$ cat src/rtl/lcd1602_responder.sv
// HD44780/LCD1602 bus responder: decodes rs/rw/enable/data, holds DDRAM/CGRAM/AC/flags.
// Latency: transfer executes in the strobe cycle (first enable=0 cycle); effects visible one cycle later.
// Backpressure: busy down-counter on bf_ac[7]; writes while busy are dropped only with LCD_BUSY_CHECK_EN.
module lcd1602_responder #(
  parameter int BUSY_CYCLES  = 40,
  parameter int CLEAR_CYCLES = 1600
) (
  input  logic       i_clk,
  input  logic       i_reset,
  input  logic       i_rs,
  input  logic       i_rw,
  input  logic       i_enable,
  input  logic [7:0] i_data,
  output logic [7:0] o_bf_ac,
  input  logic [6:0] i_ddram_raddr,
  output logic [7:0] o_ddram_rdata,
  input  logic [5:0] i_cgram_raddr,
  output logic [7:0] o_cgram_rdata,
  output logic [6:0] o_ac,
  output logic       o_cgram_sel,
  output logic       o_display_on,
  output logic       o_cursor_on,
  output logic       o_blink_on,
  output logic       o_entry_inc,
  output logic       o_entry_shift,
  output logic       o_two_line,
  output logic       o_bus_8bit,
  output logic [5:0] o_shift_cnt,
  output logic       o_strobe,
  output logic       o_err
);
  localparam int CW = $clog2(CLEAR_CYCLES + 1);

  // Map a DDRAM address to {valid, linear index 0..79} for the current line mode.
  function automatic logic [7:0] f_dd_map(input logic [6:0] a, input logic tl);
    logic [7:0] m;
    m = 8'h00;
    if (tl) begin
      if (a <= 7'h27) m = {1'b1, a};
      else if (a >= 7'h40 && a <= 7'h67) m = {1'b1, a - 7'd24};
    end else if (a <= 7'h4F) begin
      m = {1'b1, a};
    end
    return m;
  endfunction

  // Next address counter value, honouring CGRAM and DDRAM line wrap points.
  function automatic logic [6:0] f_step(input logic [6:0] a, input logic inc,
                                        input logic cg, input logic tl);
    logic [6:0] n;
    n = a;
    if (cg) begin
      n = {1'b0, inc ? a[5:0] + 6'd1 : a[5:0] - 6'd1};
    end else if (tl) begin
      if (inc) n = (a == 7'h27) ? 7'h40 : (a == 7'h67) ? 7'h00 : a + 7'd1;
      else     n = (a == 7'h00) ? 7'h67 : (a == 7'h40) ? 7'h27 : a - 7'd1;
    end else begin
      if (inc) n = (a == 7'h4F) ? 7'h00 : a + 7'd1;
      else     n = (a == 7'h00) ? 7'h4F : a - 7'd1;
    end
    return n;
  endfunction

  // Display shift counter steps modulo 40.
  function automatic logic [5:0] f_shift(input logic [5:0] s, input logic inc);
    logic [5:0] n;
    if (inc) n = (s >= 6'd39) ? 6'd0 : s + 6'd1;
    else     n = (s == 6'd0 || s > 6'd39) ? 6'd39 : s - 6'd1;
    return n;
  endfunction

  logic          r_arm, r_pend, r_rs_s, r_rw_s;
  logic [7:0]    r_data_s;
  logic [CW-1:0] r_busy_cnt;
  logic [6:0]    r_ac;
  logic          r_cgram_sel, r_display_on, r_cursor_on, r_blink_on;
  logic          r_entry_inc, r_entry_shift, r_two_line, r_bus_8bit, r_err;
  logic [5:0]    r_shift_cnt;
  logic [7:0]    r_ddram [0:79];
  logic [4:0]    r_cgram [0:63];

  logic       w_busy, w_exec, w_drop, w_do, w_long;
  logic       w_dd_we, w_dd_bad, w_cg_we, w_clear;
  logic [7:0] w_wr_map, w_rd_map;

  assign w_busy = (r_busy_cnt != '0);
  assign w_exec = r_pend && !i_enable && !i_reset;
`ifdef LCD_BUSY_CHECK_EN
  assign w_drop = w_exec && w_busy && !r_rw_s;
`else
  assign w_drop = 1'b0;
`endif
  assign w_do     = w_exec && !r_rw_s && !w_drop;
  assign w_long   = !r_rs_s && (r_data_s[7:2] == 6'd0) && (r_data_s[1:0] != 2'd0);
  assign w_wr_map = f_dd_map(r_ac, r_two_line);
  assign w_rd_map = f_dd_map(i_ddram_raddr, r_two_line);
  assign w_dd_we  = w_do && r_rs_s && !r_cgram_sel && w_wr_map[7];
  assign w_dd_bad = w_do && r_rs_s && !r_cgram_sel && !w_wr_map[7];
  assign w_cg_we  = w_do && r_rs_s && r_cgram_sel;
  assign w_clear  = w_do && !r_rs_s && (r_data_s == 8'h01);

  // Bus sampling, busy counter, address counter and instruction flags.
  always_ff @(posedge i_clk) begin
    if (i_reset) begin
      r_arm <= 1'b0;  r_pend <= 1'b0;
      r_rs_s <= 1'b0; r_rw_s <= 1'b0; r_data_s <= 8'h00;
      r_busy_cnt <= '0;
      r_ac <= 7'h00;  r_cgram_sel <= 1'b0;
      r_display_on <= 1'b0; r_cursor_on <= 1'b0; r_blink_on <= 1'b0;
      r_entry_inc <= 1'b0;  r_entry_shift <= 1'b0;
      r_two_line <= 1'b0;   r_bus_8bit <= 1'b1;
      r_shift_cnt <= 6'd0;  r_err <= 1'b0;
    end else begin
      // A pulse already high when reset released is ignored until enable drops.
      r_arm <= r_arm | ~i_enable;
      if (i_enable && r_arm) begin
        r_rs_s <= i_rs; r_rw_s <= i_rw; r_data_s <= i_data; r_pend <= 1'b1;
      end else if (w_exec) begin
        r_pend <= 1'b0;
      end
      if (w_do) r_busy_cnt <= w_long ? CW'(CLEAR_CYCLES) : CW'(BUSY_CYCLES);
      else if (w_busy) r_busy_cnt <= r_busy_cnt - 1'b1;
      if (w_drop || w_dd_bad) r_err <= 1'b1;
      if (w_do && r_rs_s) begin
        r_ac <= f_step(r_ac, r_entry_inc, r_cgram_sel, r_two_line);
        if (r_entry_shift) r_shift_cnt <= f_shift(r_shift_cnt, r_entry_inc);
      end else if (w_do) begin
        casez (r_data_s)
          8'b1???????: begin r_ac <= r_data_s[6:0]; r_cgram_sel <= 1'b0; end
          8'b01??????: begin r_ac <= {1'b0, r_data_s[5:0]}; r_cgram_sel <= 1'b1; end
          8'b001?????: begin r_bus_8bit <= r_data_s[4]; r_two_line <= r_data_s[3]; end
          8'b0001????: begin
            if (r_data_s[3]) r_shift_cnt <= f_shift(r_shift_cnt, r_data_s[2]);
            else r_ac <= f_step(r_ac, r_data_s[2], r_cgram_sel, r_two_line);
          end
          8'b00001???: begin
            r_display_on <= r_data_s[2]; r_cursor_on <= r_data_s[1]; r_blink_on <= r_data_s[0];
          end
          8'b000001??: begin r_entry_inc <= r_data_s[1]; r_entry_shift <= r_data_s[0]; end
          8'b0000001?: begin r_ac <= 7'h00; r_cgram_sel <= 1'b0; r_shift_cnt <= 6'd0; end
          8'b00000001: begin
            r_ac <= 7'h00; r_cgram_sel <= 1'b0; r_entry_inc <= 1'b1; r_shift_cnt <= 6'd0;
          end
          default: ;
        endcase
      end
    end
  end

  // Character RAMs are not reset; clear fills DDRAM with spaces.
  always_ff @(posedge i_clk) begin
    if (w_clear) begin
      for (int i = 0; i < 80; i++) r_ddram[i] <= 8'h20;
    end else if (w_dd_we) begin
      r_ddram[w_wr_map[6:0]] <= r_data_s;
    end
    if (w_cg_we) r_cgram[r_ac[5:0]] <= r_data_s[4:0];
  end

  assign o_bf_ac       = {w_busy, r_ac};
  assign o_ddram_rdata = w_rd_map[7] ? r_ddram[w_rd_map[6:0]] : 8'h00;
  assign o_cgram_rdata = {3'b000, r_cgram[i_cgram_raddr]};
  assign o_ac          = r_ac;
  assign o_cgram_sel   = r_cgram_sel;
  assign o_display_on  = r_display_on;
  assign o_cursor_on   = r_cursor_on;
  assign o_blink_on    = r_blink_on;
  assign o_entry_inc   = r_entry_inc;
  assign o_entry_shift = r_entry_shift;
  assign o_two_line    = r_two_line;
  assign o_bus_8bit    = r_bus_8bit;
  assign o_shift_cnt   = r_shift_cnt;
  assign o_strobe      = w_exec;
  assign o_err         = r_err;
endmodule

$ cat config.mk
export PLATFORM = sky130hd
export DESIGN_NAME = lcd1602_responder
export DESIGN_NICKNAME = d
export VERILOG_FILES = /design/src/rtl/lcd1602_responder.sv
export SDC_FILE = /design/constraint.sdc
export NUM_CORES = 2
export LEC_CHECK = 0
export ABC_CLOCK_PERIOD_IN_PS = 3800
export BUFFER_PORTS_ARGS = -buffer_cell sky130_fd_sc_hd__buf_4
export CORE_ASPECT_RATIO = 0.75
export CORE_MARGIN = 2
export CORE_UTILIZATION = 50
export CTS_CLUSTER_SIZE = 28
export DETAILED_ROUTE_END_ITERATION = 12
export MAX_ROUTING_LAYER = met4
export PLACE_DENSITY = 0.68
export SLEW_MARGIN = 20
export SYNTH_ARGS = -nofsm -noshare
export SYNTH_HDL_FRONTEND = slang
export SYNTH_SLANG_ARGS = --single-unit
$ cat constraint.sdc
create_clock -name i_clk -period 3.8 [get_ports i_clk]
set_input_delay 0.38 -clock i_clk [delete_from_list [all_inputs] [get_ports i_clk]]
set_output_delay 0.38 -clock i_clk [all_outputs]
set_load 0.01 [all_outputs]
==> flow_metrics.tcl <==
set metrics [dict create \
    power_mw 32.8 \
    seqPwrFrac 0.511 \
    avgSynthCellArea_um2 13.3 \
    post-route-util 0.600 \
    grt_pass1_vias 41400 \
    drt_pass1_iterations 8 \
    synth_cells 4642 \
    tightestPinTransition_ns 1.14 \
    critPathMaxFanout 8 \
    drc 0 \
    path_class "register to primary output" \
    synthesis.area_um2 61700 \
    synth_edf_count 1344 \
    timing.final.crit_period_ns 4.15 \
    power.switching_mw 7.64 \
    die_h_um 308 \
    start_util 0.504 \
    finClkSkew_ns 0.0166 \
    powerDensity_nw_per_um2 446 \
    vias 43600 \
    viasPerCell 6.42 \
    critPathArrivalTime_ns 3.77 \
    fin_nets 5083 \
    root_buffer "clkbuf_16" \
    gp_congestion 0.999 \
    dieArea_um2 126000 \
    start_kind "register" \
    grt_pass1_wl_um 277000 \
    wl_per_cell_um 27.5 \
    fin_ws_ns -0.349 \
    combPwrFrac 0.083 \
    final_area_um2 73400 \
    p_clk_frac 0.406 \
    num_rows 111 \
    synth_cell_type_count 91 \
    ys.flop_type "edfxtp_1" \
    status "complete, but fails checks" \
    pin_count 73 \
    antenna_found_initial 3 \
    grt_max_degree 116 \
    track_usage 0.304 \
    setup_viol 8 \
    routed_wl_um 187000 \
    relSlewSlack 0.242 \
    period_share 1.09 \
    rsz0062_at_grt "true" \
    switching_share 0.233 \
    endpoint_kind "primary output" \
    drt_iter0_markers 6928 \
    place_area_um2 67600 \
    place.detailed.hpwl_um 121000 \
    clkTransAtPathRegs_ns 0.06 \
    place_ws_ns -0.545 \
    clock_sink_count 1389 \
    required_ns 3.42 \
    synth-async-reset-ratio 0 \
    slew_viol_final 0 \
    ant_nets 0 \
    syn_to_final_growth_pct 19.0 \
    peakVddDrop_mv 0.513 \
    violations "negative setup slack" \
    holdCritPathClass "primary input to register" \
    grt.overflow.total 0 \
    layout-drive-gt1-share 0.232 \
    worstSkewPairLatency_ns 0.77 \
    synth-seq-cells 1389 \
    numCtsBuffers 136 \
    ys_seq_area_frac 0.669 \
    htree_levels 4 \
    hold_viol_final 0 \
    setup_tns_ns -2.29 \
    power.internal_mw 25.1 \
    io_buffers 69 \
    nFillCells 9280 \
    yosys_warnings 0 \
    drv_cap 0 \
    core_area_um2 122000 \
    max_freq_mhz 241 \
    fp.dieW_um 410 \
    clk_path_buf_depth 3 \
    tritoncts "done" \
    leakage_nw 24.4 \
]
-- worst max-delay path, stage by stage, from the launching register on --
cell and delay (ns):
dfxtp_4 0.40, buf_8 0.16, and3b_2 0.23, a211oi_4 0.32, nand2_2 0.13, buf_12 0.18, a211oi_4 0.23, a311oi_1 0.09
buf_4 0.17, a22oi_2 0.14, a31oi_1 0.15, o211ai_1 0.47, o21ai_1 0.13, buf_4 0.19
-- timing repair --
action	in CTS	in global routing
pin swaps	37	38
endpoints found under the hold margin	12	0
hold buffers	11	0
resized for setup	144	84
buffers inserted	23	13
endpoints found under the setup margin	155	316
gates cloned	4	1
-- synthesized netlist by cell type (50+ instances only) --
cell type	instances	area, um^2
edfxtp_1	1344	40400
nand2_1	339	1270
and2_1	328	2050
nor2_1	327	1230
nor3_1	302	1510
clkbuf_1	282	1060
o21ai_0	220	1100
a21oi_1	190	951
mux2i_1	182	1820
mux4_2	111	2500
nand3_1	106	531
or3_1	92	576
buf_2	77	385
o22ai_1	55	344
a211oi_1	50	375
-- cells by family (layout without fill, tap and decap cells) --
| group | count (synthesis) | count (layout) | synth area share |
|---|---|---|---|
| buffers and inverters | 451 | 958 | 0.0312 |
| XOR/XNOR | 13 | 13 | 0.00185 |
| AO/OA/AOI/OAI | 849 | 849 | 0.0908 |
| flip-flops | 1389 | 1389 | 0.669 |
| AND/OR/NAND/NOR | 1593 | 1593 | 0.127 |
| multiplexers | 333 | 333 | 0.0776 |
| other | 1 | 4 | 0.0000608 |
| adder cells (fa/ha/maj) | 13 | 13 | 0.00264 |
-- final cells by class --
type                       count  area (um^2)  area share
antenna                        1         2.50   0.0000341
clock buffer                 175         3600      0.0491
clock inverter                70          693     0.00944
inverter                      25          100     0.00136
multi-input combinational   2804        19500       0.266
sequential                  1389        41300       0.562
tap                         1638         2050      0.0279
timing repair buffer         688         6180      0.0842
-- metal layers --
metal	track usage	part of all wire	up-vias
met1	0.444	0.41	21800
met2	0.412	0.42	2928
li1	-	-	18500
met3	0.0938	0.14	296
met4	0.0797	0.024	0
met5	-	0	-
-- metrics by stage --
step,instances,hold WS (ns)
finish,6790,0.0616
global route,6790,0.0456
CTS,6778,0.00741
detailed placement,6497,0.456
global placement,6496,0.457
floorplan,4644,0.448
-- power groups by stage --
stage               logic [mW]  clock network (mW)  registers, mW
floorplan                 1.27                   0           17.1
global placement          2.37                   0           17.1
detailed placement        2.40                   0           17.1
CTS                       2.57                13.4           16.7
global route              2.83                14.0           16.7
finish                    2.71                13.3           16.7
-- registers in the layout, indices dropped and copies added (netlist names), 6 cells and up --
register	cells
r_ddram	1024
r_cgram	320
r_busy_cnt	11
r_data_s	8
o_ac	7
o_shift_cnt	6
-- placed cells by master, fill, tap and decap left out, drive strengths merged, types with 12 or more instances in the layout --
master   netlist  layout
and2         329     329
a32oi         18      18
edfxtp      1344    1344
mux2i        183     183
o22ai         55      55
a2111oi       15      15
o21ai        225     225
nor2b         17      17
nand2        339     339
ha            13      13
o311ai        12      12
mux4         111     111
a311oi        13      13
o211ai        20      20
o221ai        41      41
nand4         12      12
clkinv         2      53
a31oi         44      44
a221oi        50      50
a22oi         29      29
inv           23      31
mux2          39      39
nand3        106     106
nor2         327     327
or3           92      92
dfxtp         45      45
nor3         303     303
nor4          15      15
buf          143     673
a21oi        190     190
clkbuf       283     176
and3          17      17
a211oi        52      52
-- final timing paths --
kind                                         startpoint                       end  slack [ns]  cells past startpoint
worst min-delay path                            i_reset  o_cgram_sel$_SDFFE_PP0P_        0.06                      2
worst min register to register  o_blink_on$_SDFFE_PP0P_   o_blink_on$_SDFFE_PP0P_        0.46                      2
worst max-delay path            o_two_line$_SDFFE_PP0P_          o_ddram_rdata[2]       -0.35                     13
worst max register to register     o_ac[3]$_SDFFE_PP0P_  r_ddram[85][6]$_DFFE_PP_        0.16                      9
(Power assumes the default switching activity.)
